$ cat src/rtl/merge_read_scheduler_pkg.sv
// Shared definitions for the merge read scheduler: state encoding and the
// address-info field layout {fdssi, s_addr, e_addr} also used by the frame writer.
package merge_read_scheduler_pkg;

  typedef enum logic [2:0] {
    ST_IDLE  = 3'd0,
    ST_SCAN  = 3'd1,
    ST_READ  = 3'd2,
    ST_DRAIN = 3'd3,
    ST_DONE  = 3'd4
  } state_e;

  localparam int unsigned OUT_FIFO_DEPTH = 4;
  localparam int unsigned EADDR_LSB      = 0;

  function automatic int unsigned saddr_lsb(input int unsigned aw);
    return aw;
  endfunction

  function automatic int unsigned fdssi_lsb(input int unsigned aw);
    return 2 * aw;
  endfunction

endpackage

$ cat src/rtl/merge_read_scheduler_out_fifo.sv
// Four-entry synchronous FIFO; the head entry is read straight from storage flops.
module sched_out_fifo
  import merge_read_scheduler_pkg::*;
#(
  parameter int unsigned W = 39
) (
  input  logic         clk,
  input  logic         rst_n,
  input  logic         push,
  input  logic [W-1:0] din,
  input  logic         pop,
  output logic [W-1:0] dout,
  output logic [2:0]   count
);

  logic [W-1:0] mem_q [OUT_FIFO_DEPTH];
  logic [W-1:0] mem_d [OUT_FIFO_DEPTH];
  logic [1:0]   wr_q, wr_d, rd_q, rd_d;
  logic [2:0]   cnt_q, cnt_d;
  logic         do_push, do_pop;

  always_comb begin
    mem_d   = mem_q;
    wr_d    = wr_q;
    rd_d    = rd_q;
    do_push = push && (cnt_q != 3'(OUT_FIFO_DEPTH));
    do_pop  = pop && (cnt_q != 3'd0);
    if (do_push) begin
      mem_d[wr_q] = din;
      wr_d        = wr_q + 2'd1;
    end
    if (do_pop) begin
      rd_d = rd_q + 2'd1;
    end
    cnt_d = cnt_q + 3'(do_push) - 3'(do_pop);
  end

  always_ff @(posedge clk or negedge rst_n) begin
    if (!rst_n) begin
      for (int i = 0; i < int'(OUT_FIFO_DEPTH); i++) mem_q[i] <= '0;
      wr_q  <= '0;
      rd_q  <= '0;
      cnt_q <= '0;
    end else begin
      mem_q <= mem_d;
      wr_q  <= wr_d;
      rd_q  <= rd_d;
      cnt_q <= cnt_d;
    end
  end

  assign dout  = mem_q[rd_q];
  assign count = cnt_q;

endmodule

$ cat src/rtl/merge_read_scheduler.sv
// Drains per-lane address-info FIFOs in lane order after the writer stalls,
// reads each address range from RAM and streams it out as one AXI-Stream segment.
module merge_read_scheduler
  import merge_read_scheduler_pkg::*;
#(
  parameter int unsigned RAM_AW      = 8,
  parameter int unsigned DATA_WIDTH  = 24,
  parameter int unsigned TAM_WIDTH   = 2,
  parameter int unsigned FDSSI_WIDTH = 12,
  parameter int unsigned INFO_WIDTH  = FDSSI_WIDTH + 2 * RAM_AW
) (
  input  logic                               clk,
  input  logic                               rst_n,
  input  logic                               addr_finish,
  output logic                               merge_finish,
  input  logic [(1<<TAM_WIDTH)-1:0]          s_info_tvalid,
  output logic [(1<<TAM_WIDTH)-1:0]          s_info_tready,
  input  logic [(1<<TAM_WIDTH)*INFO_WIDTH-1:0] s_info,
  output logic                               ram_ren,
  output logic [RAM_AW-1:0]                  ram_raddr,
  input  logic [DATA_WIDTH-1:0]              ram_dout,
  output logic                               m_tvalid,
  input  logic                               m_tready,
  output logic                               m_tlast,
  output logic [DATA_WIDTH-1:0]              m_tdata,
  output logic [TAM_WIDTH+FDSSI_WIDTH-1:0]   m_tuser
);

  localparam int unsigned LANES     = 1 << TAM_WIDTH;
  localparam int unsigned USER_W    = TAM_WIDTH + FDSSI_WIDTH;
  localparam int unsigned PAYLOAD_W = DATA_WIDTH + 1 + USER_W;
  localparam int unsigned SADDR_LSB = saddr_lsb(RAM_AW);
  localparam int unsigned FDSSI_LSB = fdssi_lsb(RAM_AW);

  state_e                 state_q, state_d;
  logic                   armed_q, armed_d;
  logic [TAM_WIDTH-1:0]   lane_q, lane_d;
  logic [RAM_AW-1:0]      cur_q, cur_d, eaddr_q, eaddr_d;
  logic [FDSSI_WIDTH-1:0] fdssi_q, fdssi_d;
  logic                   rd_valid_q, rd_valid_d, rd_last_q, rd_last_d;
  logic [USER_W-1:0]      rd_user_q, rd_user_d;

  logic [INFO_WIDTH-1:0]  info_sel;
  logic                   lane_valid, credit_ok, issue_c, at_end;
  logic [2:0]             fifo_count;
  logic [PAYLOAD_W-1:0]   fifo_din, fifo_dout;

  always_comb begin
    info_sel = s_info[int'(lane_q) * INFO_WIDTH +: INFO_WIDTH];
  end

  // A word may be issued only if the buffer can still take it once it lands.
  assign lane_valid = s_info_tvalid[lane_q];
  assign credit_ok  = (fifo_count + 3'(rd_valid_q)) < 3'(OUT_FIFO_DEPTH);
  assign issue_c    = (state_q == ST_READ) && credit_ok;
  assign at_end     = (cur_q == eaddr_q);

  always_ff @(posedge clk or negedge rst_n) begin
    if (!rst_n) begin
      state_q    <= ST_IDLE;
      armed_q    <= 1'b0;
      lane_q     <= '0;
      cur_q      <= '0;
      eaddr_q    <= '0;
      fdssi_q    <= '0;
      rd_valid_q <= 1'b0;
      rd_last_q  <= 1'b0;
      rd_user_q  <= '0;
    end else begin
      state_q    <= state_d;
      armed_q    <= armed_d;
      lane_q     <= lane_d;
      cur_q      <= cur_d;
      eaddr_q    <= eaddr_d;
      fdssi_q    <= fdssi_d;
      rd_valid_q <= rd_valid_d;
      rd_last_q  <= rd_last_d;
      rd_user_q  <= rd_user_d;
    end
  end

  always_comb begin
    state_d    = state_q;
    armed_d    = armed_q | ~addr_finish;
    lane_d     = lane_q;
    cur_d      = cur_q;
    eaddr_d    = eaddr_q;
    fdssi_d    = fdssi_q;
    rd_valid_d = issue_c;
    rd_last_d  = issue_c && at_end;
    rd_user_d  = {lane_q, fdssi_q};
    case (state_q)
      ST_IDLE: begin
        if (armed_q && addr_finish) begin
          state_d = ST_SCAN;
          lane_d  = '0;
        end
      end
      ST_SCAN: begin
        if (lane_valid) begin
          cur_d   = info_sel[SADDR_LSB +: RAM_AW];
          eaddr_d = info_sel[EADDR_LSB +: RAM_AW];
          fdssi_d = info_sel[FDSSI_LSB +: FDSSI_WIDTH];
          state_d = ST_READ;
        end else if (lane_q == TAM_WIDTH'(LANES - 1)) begin
          state_d = ST_DRAIN;
        end else begin
          lane_d = lane_q + TAM_WIDTH'(1);
        end
      end
      ST_READ: begin
        if (issue_c) begin
          cur_d = cur_q + RAM_AW'(1);
          if (at_end) state_d = ST_SCAN;
        end
      end
      ST_DRAIN: begin
        if ((fifo_count == 3'd0) && !rd_valid_q) state_d = ST_DONE;
      end
      ST_DONE: begin
        armed_d = 1'b0;
        state_d = ST_IDLE;
      end
      default: state_d = ST_IDLE;
    endcase
  end

  always_comb begin
    ram_ren       = issue_c;
    ram_raddr     = cur_q;
    merge_finish  = (state_q == ST_DONE);
    s_info_tready = '0;
    if ((state_q == ST_SCAN) && lane_valid) s_info_tready[lane_q] = 1'b1;
  end

  assign fifo_din = {ram_dout, rd_last_q, rd_user_q};
  assign m_tvalid = (fifo_count != 3'd0);
  assign {m_tdata, m_tlast, m_tuser} = fifo_dout;

  sched_out_fifo #(.W(PAYLOAD_W)) u_out_fifo (
    .clk   (clk),
    .rst_n (rst_n),
    .push  (rd_valid_q),
    .din   (fifo_din),
    .pop   (m_tvalid && m_tready),
    .dout  (fifo_dout),
    .count (fifo_count)
  );

endmodule

$ cat config.mk
export PLATFORM = sky130hd
export DESIGN_NAME = merge_read_scheduler
export DESIGN_NICKNAME = d
export VERILOG_FILES = /design/src/rtl/merge_read_scheduler_pkg.sv /design/src/rtl/merge_read_scheduler_out_fifo.sv /design/src/rtl/merge_read_scheduler.sv
export SDC_FILE = /design/constraint.sdc
export NUM_CORES = 1
export LEC_CHECK = 0
export CAP_MARGIN = 30
export CORE_MARGIN = 2
export CORE_UTILIZATION = 56
export CTS_CLUSTER_SIZE = 14
export DETAILED_ROUTE_END_ITERATION = 10
export GPL_ROUTABILITY_DRIVEN = 0
export GPL_TIMING_DRIVEN = 0
export PLACE_DENSITY = 0.86
export SLEW_MARGIN = 30
export SYNTH_ARGS = -nofsm -noshare
export SYNTH_HDL_FRONTEND = slang
export SYNTH_SLANG_ARGS = --single-unit
$ cat constraint.sdc
create_clock -name clk -period 4.3 [get_ports clk]
set_input_delay 0.86 -clock clk [delete_from_list [all_inputs] [get_ports clk]]
set_output_delay 0.86 -clock clk [all_outputs]
set_load 0.01 [all_outputs]
# After elaboration in Yosys (flattened, before gate mapping)
# Cells that the tools add are included.
[totals]
ff_bits = 213
latch_bits = 0
ram_bits = 0
mem_bits_ro = 0
inputBits = 144
memories = 0
[classes]
addsub = 7
mul = 1
n_div = 0
n_lt_le_gt_ge = 6
n_eq_ne = 15
shifts = 1
n_mux = 26
bitwise = 4
reduce_logical = 20
[ops]
columns = ["op", "count"]
rows = [
  ["$bwmux 156", 1],
  ["$mux 39", 3],
  ["$shiftx 112x8->28", 1],
  ["$bmux 39 s2", 1],
  ["$demux 39 s2", 1],
  ["$mux 3", 6],
  ["$mux 8", 2],
  ["$pmux 8 s2", 1],
  ["$ne 2x2->1 const B", 7],
  ["$pmux 3 s4", 1],
  ["$logic_and 1x1->1", 10],
  ["$add 8x1->8 const B", 1],
  ["$eq 8x8->1", 1],
  ["$add 2x1->2 const B", 3],
  ["$add 3x1->3", 2],
  ["$eq 3x2->1 const B", 2],
  ["$ge 3x3->1 const B", 2],
  ["$logic_not 3->1", 2],
  ["$mux 2", 3],
  ["$ne 3x3->1 const B", 2],
  ["$not 2->3", 2],
  ["$mul 2x3->5 const B", 1],
  ["$reduce_and 5->1", 1],
  ["$mux 4", 1],
  ["20 further kinds", 23],
]

# Logic depth before layout (Yosys ltp)
# Gate-level depths: netlist of run 1.
[logic_depth]
depth_word = 6
mapped_depth = 9

# Cells and area by module
# A second synthesis of run 1 with hierarchy kept.
[hier_totals]
hier_cells = 628
area_unflattened_um2 = 10237.3
[modules_own_cells]
columns = ["mod", "instances", "cells_per_inst", "area_per_inst_um2", "seq_area_each_um2"]
rows = [
  ["sched_out_fifo", 1, 409, 7274.5, 4078.9],
  ["merge_read_scheduler", 1, 219, 2962.8, 1251.2],
]

# Worst setup path before layout of run 1
# No wires, ideal clock.
[synth_timing]
kind = "in2out"
from = "input port s_info_tvalid[3]"
to = "output port s_info_tready[0]"
t_arrival_ns = 1.776
path_slack_ns = 1.664
cell_stages = 4
n_path_buf = 1
path_cell_list = "mux4_2 nand3_2 buf_4 nor2_1"
[synth_via]
elab_chain_cells = 4
[synth_lines]
columns = ["item", "line_no", "text"]
rows = [
  ["start, declared", "merge_read_scheduler.sv:16", "input logic [(1<<TAM_WIDTH)-1:0] s_info_tvalid,"],
  ["$bmux 1 s2", "merge_read_scheduler.sv:53", "assign lane_valid = s_info_tvalid[lane_q];"],
  ["$mux 1 (implied by the code)", "merge_read_scheduler.sv:53", ""],
  ["$logic_and 1x1->1", "merge_read_scheduler.sv:133", "if ((state_q == ST_SCAN) && lane_valid) s_info_tready[lane_q] = 1'b1;"],
  ["$mux 4", "merge_read_scheduler.sv:133", ""],
  ["end, declared", "merge_read_scheduler.sv:17", "output logic [(1<<TAM_WIDTH)-1:0] s_info_tready,"],
]
# Every way passes these cells. The select of a mux whose other input is x is not followed.

# Final worst setup path of run 1
[layout_timing]
from = "input port s_info_tvalid[3]"
to = "output port s_info_tready[1]"
# Same word-level chain as after synthesis.

==> impl_metrics.toml, run 1 <==
[floorplan]
start_util_pct = 57.7
core-area_um2 = 17400
die_area_um2 = 19000
io_pins = 198
rows = 48
die_w_um = 138
die_h_um = 138

[pwr]
ir_worst_vdd_v = 0.000627
p_total_mw = 9.73
p_leak_nw = 5.51
p_per_area_nw_per_um2 = 743

[yosys]
synth_cell_types = 46
seq_area_frac_synth_pct = 53.1
yosys_most_used_dff = "dfrtp_1"
synth_edf_count = 0
ys_warn_count = 0
synth_top_area_share_pct = 53.1
synth.avg_cell_area_um2 = 15.6
yosysTopAreaCell = "dfrtp_1"
synth.cell_area_um2 = 10000
netlist_instances = 645
synth.area.top_cells = "dfrtp_1 (53%), mux2_2 (18%), mux4_2 (15%)"
syn-num-nets = 801
synthArstFlopShare_pct = 100
ys_ff_latch = 213

[timing]
drv_slew = 0
clock_skew_ps = 17.4
setup_viol = 0
worst-slew-pin-transition_ps = 776
finalSetupTns_ps = 0
clock.fmax_mhz = 272
worst_slack_ps = 627
period_share_pct = 85.4
min_period_ps = 3670
rsz0062_at_grt = "no"
relSlewSlack_pct = 48.3
finalHoldViolCount = 0

[status]
status = "finished, final reports clean"

[layout]
fin_util_pct = 75.2
seq_area_um2 = 5330
fin_cells = 1108
diodes = 0
fillers = 1031
layout.nets = 1024
drive_gt1_share_pct = 34.3
area_growth_pct = 30.4
layout_common_cells = "dfrtp_1 (213), clkdlybuf4s50_1 (196), mux2_2 (162)"
multi_input_area_um2 = 4410
layout_commonest_cell = "dfrtp_1"

[setup_path]
worst_setup_path_start_kind = "input pin"
cp.arrival_ps = 2810
cp_data_required_time_ps = 3440
max_stage_delay_ps = 570
crit_path_end_kind = "output pin"
cp_cell_sequence = "clkdlybuf4s50_1 -> mux4_2 -> nand3_2 -> buf_4 -> nor2_1 -> clkdlybuf4s50_1"
slowest_stage = "mux4_2"
criticalPathCategory = "input pin to output pin"
path_common_cell = "clkdlybuf4s50_1"
critPathBufInv = 3
path_max_fanout = 10
crit_family = "buffers and inverters"

[place]
hpwl_um = 16800
dp_cells = 1069
port_buffers = 197
post-place-ws_ps = 621

[global_route]
grt_max_degree = 89
globalRoute.totalOverflow = 0
grt_pass1_wl_um = 36200
grtUsageTotal_pct = 24.7
grt_pass1_vias = 7006
antenna_found_initial = 0

[route]
drcViolationCount = 0
via_count = 6530
drt_iter0_markers = 315
viasPerCell = 5.89
routed_wl_um = 22900
ant_nets = 0
firstDrtPassIters = 4
routedWlPerCell_um = 20.6

[clocking]
cts_tree = "done"
clock_latency_ps = 490
h-tree-depth = 1
clockBufferDepth = 3
hold_buffers = 0
cts_inserted_buffers = 22
clkTransAtPathRegs_ps = 60
clock_sinks = 213
post_cts_buffers = 0
cts_root_buf = "clkbuf_16"
cts-resized-gates = 0

[job]
max-cap-violations = 0

[hold_path]
hold_class = "input pin to asynchronous set/reset pin"
-- layout make-up --
class,instances,area share [%]
Buffer,41,1.69
Clock buffer,28,4.84
Clock inverter,11,0.802
Inverter,22,0.630
Multi-Input combinational cell,369,33.7
Sequential cell,213,40.7
Tap cell,225,2.15
Timing Repair Buffer,199,15.5
-- metrics by stage --
step           hold slack (ps)  cell area, µm²
3_3_place_gp               358           12300
3_5_place_dp               358           12400
5_1_grt                    291           13100
6_report                   277           13100
4_1_cts                    281           13100
2_1_floorplan              349           10000
-- cells in the mapped netlist (4+ instances only) --
master and count:
a21oi_1 7, and3_1 4, buf_2 21, buf_6 4, clkbuf_1 11, dfrtp_1 213
ha_1 11, inv_1 22, mux2_1 16, mux2_2 162, mux2i_1 4, mux4_2 68
nand2_1 14, nand3_1 7, nor2_1 10, nor3_1 4, o21ai_0 6, xnor2_1 11
-- layer usage --
| layer | wire, µm | vias to the layer above | global-route usage (%) |
|---|---|---|---|
| met4 | 345 | 0 | 5.16 |
| met1 | 8960 | 3387 | 31.0 |
| met2 | 12200 | 254 | 45.2 |
| met5 | 0 | - | 0 |
| met3 | 1360 | 34 | 4.13 |
| li1 | - | 2855 | - |
-- state kept, by name (all words and copies together), names as in the netlist --
signal and cells:
u_out_fifo.mem_q 156, ram_raddr 8, rd_user_q 14, rd_valid_q 1, eaddr_q 8, u_out_fifo.count 3
u_out_fifo.rd_q 2, armed_q 1, state_q 3, fdssi_q 12, u_out_fifo.wr_q 2, rd_last_q 1
lane_q 2
-- cells by family after synthesis --
family | share of synthesized area [%]
simple gates | 2.93
mux | 35.6
buf+inv | 3.03
xor+xnor | 1.22
flops | 53.1
fa+ha+maj | 1.57
compound gates | 2.59
-- path summary, 6_finish.rpt --
path,start,end,slack (ps),cells after the start
setup / recovery,s_info_tvalid[3],s_info_tready[1],630,6
hold / removal,rst_n,u_out_fifo.mem_q[140]$_DFFE_PN0P_,280,1
hold reg to reg,fdssi_q[7]$_DFFE_PN0P_,rd_user_q[7]$_DFF_PN0_,360,0
min in group clk,fdssi_q[7]$_DFFE_PN0P_,rd_user_q[7]$_DFF_PN0_,360,0
max in group asynchronous,rst_n,u_out_fifo.mem_q[71]$_DFFE_PN0P_,2930,3
setup reg to reg,u_out_fifo.count[2]$_DFF_PN0_,u_out_fifo.count[2]$_DFF_PN0_,1890,9
-- power by group --
| part | internal [mW] | switching [mW] |
|---|---|---|
| Clock | 1.16 | 0.752 |
| Sequential | 2.96 | 0.615 |
| Combinational | 2.53 | 1.72 |
Note: power is estimated with default switching activity, not from simulation.
==> run 2, diff against run 1 <==
--- a/config.mk
+++ b/config.mk
@@ -7,13 +7,14 @@
 export LEC_CHECK = 0
 export CAP_MARGIN = 30
 export CORE_MARGIN = 2
-export CORE_UTILIZATION = 56
+export CORE_UTILIZATION = 50
 export CTS_CLUSTER_SIZE = 14
 export DETAILED_ROUTE_END_ITERATION = 10
 export GPL_ROUTABILITY_DRIVEN = 0
 export GPL_TIMING_DRIVEN = 0
-export PLACE_DENSITY = 0.86
+export PLACE_DENSITY = 0.77
 export SLEW_MARGIN = 30
 export SYNTH_ARGS = -nofsm -noshare
 export SYNTH_HDL_FRONTEND = slang
+export SYNTH_HIERARCHICAL = 1
 export SYNTH_SLANG_ARGS = --single-unit
==> constraint.sdc (replaced) <==
create_clock -name clk -period 4.4 [get_ports clk]
set_input_delay 0.88 -clock clk [delete_from_list [all_inputs] [get_ports clk]]
set_output_delay 0.88 -clock clk [all_outputs]
set_load 0.01 [all_outputs]
==> impl_metrics.toml, run 2 <==
[layout]
fin_cells = 1132
drive_gt1_share_pct = 35.3
layout.nets = 1008
layout_common_cells = "dfrtp_1 (213), clkdlybuf4s50_1 (196), mux2_2 (121)"
diodes = 0
largest_reg_flops = 156
area_growth_pct = 29.6
top_regs = "u_out_fifo/mem_q x156, rd_user_q x14, fdssi_q x12"
fillers = 1412
regMostFlops = "u_out_fifo/mem_q"
layout_commonest_cell = "dfrtp_1"

[pwr]
p_comb_share_pct = 46.6
internal_power_mw = 6.61
swShare_pct = 32.1
sequentialPowerShare_pct = 35.6
p_leak_nw = 5.61
switching_power_mw = 3.12
clkPwrFrac_pct = 17.7
ir_worst_vdd_v = 0.000301
p_per_area_nw_per_um2 = 734

[yosys]
synth.area.top_cells = "dfrtp_1 (52%), mux4_2 (15%), mux2_2 (13%)"
synth.avg_cell_area_um2 = 16.3
synth.cell_area_um2 = 10200
syn-num-nets = 784
yosys_most_used_dff = "dfrtp_1"
ys_ff_latch = 213
synth_cell_types = 49
netlist_instances = 628
synthArstFlopShare_pct = 100
synth_common_cells = "dfrtp_1 (213), mux2_2 (121), mux4_2 (68)"
synth_edf_count = 0
synth_top_area_share_pct = 52.1
ys_warn_count = 6
seq_area_frac_synth_pct = 52.1
yosysTopAreaCell = "dfrtp_1"
yosysMostFrequentCell = "dfrtp_1"

[place]
post-place-ws_ps = 717
hpwl_um = 17100
port_buffers = 197
dp_cells = 1097

[route]
via_count = 6325
drt_iter0_markers = 235
routed_wl_um = 23300
viasPerCell = 5.59
routedWlPerCell_um = 20.5
ant_nets = 0
drcViolationCount = 0
firstDrtPassIters = 4

[timing]
worst-slew-pin-transition_ps = 876
clock.fmax_mhz = 272
period_share_pct = 83.6
rsz0062_at_grt = "no"
drv_slew = 0
relSlewSlack_pct = 41.6
worst_slack_ps = 722
setup_viol = 0
min_period_ps = 3680
finalSetupTns_ps = 0
finalHoldViolCount = 0
clock_skew_ps = 8.26
holdWs_ps = 311

[global_route]
grt_max_degree = 81
grtUsageTotal_pct = 22.2
globalRoute.totalOverflow = 0
grt_pass1_vias = 7060
antenna_found_initial = 0
grt_pass1_wl_um = 37700

[clocking]
cts_root_buf = "clkbuf_16"
cts_tree = "done"
clockBufferDepth = 3
cts-resized-gates = 0
clock_sinks = 213
hold_buffers = 0
h-tree-depth = 1
post_cts_buffers = 0
cts_inserted_buffers = 23
clock_latency_ps = 500
clkTransAtPathRegs_ps = 60

[setup_path]
crit_path_end_kind = "output pin"
cp_data_required_time_ps = 3520
path_max_fanout = 10
worst_setup_path_start_kind = "input pin"
cp.arrival_ps = 2800
path_common_cell = "clkdlybuf4s50_1"
criticalPathCategory = "input pin to output pin"
max_stage_delay_ps = 580
slowest_stage = "mux4_2"
cp_cell_sequence = "clkdlybuf4s50_1 -> mux4_2 -> nand3b_4 -> buf_6 -> nor2_1 -> clkdlybuf4s50_1"

[floorplan]
die_w_um = 147
rows = 52
die_area_um2 = 21600
die_h_um = 147
core-area_um2 = 20200
start_util_pct = 50.8
io_pins = 198

[hold_path]
hold_class = "input pin to asynchronous set/reset pin"

[job]
max-cap-violations = 0

[status]
status = "finished, final reports clean"
-- run 2: cell types whose count changed after synthesis, sizes merged, moves of 3 or more --
cell     delta
inv         -9
xnor2       -6
xor2        +6
a2bb2oi     +5
a21oi       -4
clkbuf      -4
a22oi       -3
and3        +3
buf         +3
nand2       -3
nand3b      +3
-- run 2: critical path, delay by kind of cell --
kind,cells,cell delay (ps)
buffers and inverters,3,1090
multiplexers,1,580
AND/OR/NAND/NOR,2,240
-- run 2: power groups by stage --
| stage | clock [mW] | combinational, mW | sequential (mW) |
|---|---|---|---|
| 2_1_floorplan | 0 | 3.04 | 3.30 |
| 3_3_place_gp | 0 | 4.43 | 3.40 |
| 3_5_place_dp | 0 | 4.58 | 3.49 |
| 4_1_cts | 1.76 | 4.61 | 3.46 |
| 5_1_grt | 1.85 | 4.88 | 3.58 |
| 6_report | 1.73 | 4.54 | 3.47 |
-- run 2: worst paths after layout --
kind	from	end	slack, ps	cells after the start
min reg2reg	fdssi_q[9]$_DFFE_PN0P_	rd_user_q[9]$_DFF_PN0_	370	0
max reg2reg	u_out_fifo/count[1]$_DFF_PN0_	u_out_fifo/count[2]$_DFF_PN0_	1930	10
min in group clk	fdssi_q[9]$_DFFE_PN0P_	rd_user_q[9]$_DFF_PN0_	370	0
max in group asynchronous	rst_n	u_out_fifo/mem_q[79]$_DFFE_PN0P_	3330	2
min	rst_n	u_out_fifo/mem_q[70]$_DFFE_PN0P_	310	1
max	s_info_tvalid[2]	s_info_tready[3]	720	6
-- run 2: per-layer routing --
metal	wire, µm	share of wire [%]	track usage [%]
met3	1320	5.7	4.78
met4	500	2.1	6.59
met2	12100	52	39.2
met5	0	0	0
met1	9360	40	27.5
-- run 2: cell families (layout without fill, tap and decap cells) --
logic type | Yosys count | after routing | share of synthesized area, %
AOI/OAI and AO/OA | 32 | 32 | 2.27
xor gates and xnor gates | 14 | 14 | 1.20
adders and majority gates | 12 | 12 | 1.54
buffers and inverters | 53 | 287 | 2.95
DFF | 213 | 213 | 52.1
muxes | 249 | 249 | 36.5
and+or+nand+nor | 55 | 55 | 3.47
-- run 2: cell type report --
cell class / count / area [µm²] / share of cell area (%)
Clock inverter: 4 / 23.8 / 0.179
Buffer: 40 / 254 / 1.91
Tap cell: 270 / 338 / 2.55
Multi-Input combinational cell: 362 / 4610 / 34.7
Clock buffer: 31 / 636 / 4.79
Sequential cell: 213 / 5330 / 40.2
Inverter: 13 / 48.8 / 0.368
Timing Repair Buffer: 199 / 2030 / 15.3
-- run 2: through the flow --
stage          instance area [µm²]  total power, mW  util, %
2_1_floorplan                10200             6.33        -
5_1_grt                      13300             10.3     65.8
3_5_place_dp                 12600             8.08     62.5
6_report                     13300             9.73     65.8
4_1_cts                      13300             9.83     65.8
3_3_place_gp                 12500             7.83     62.2
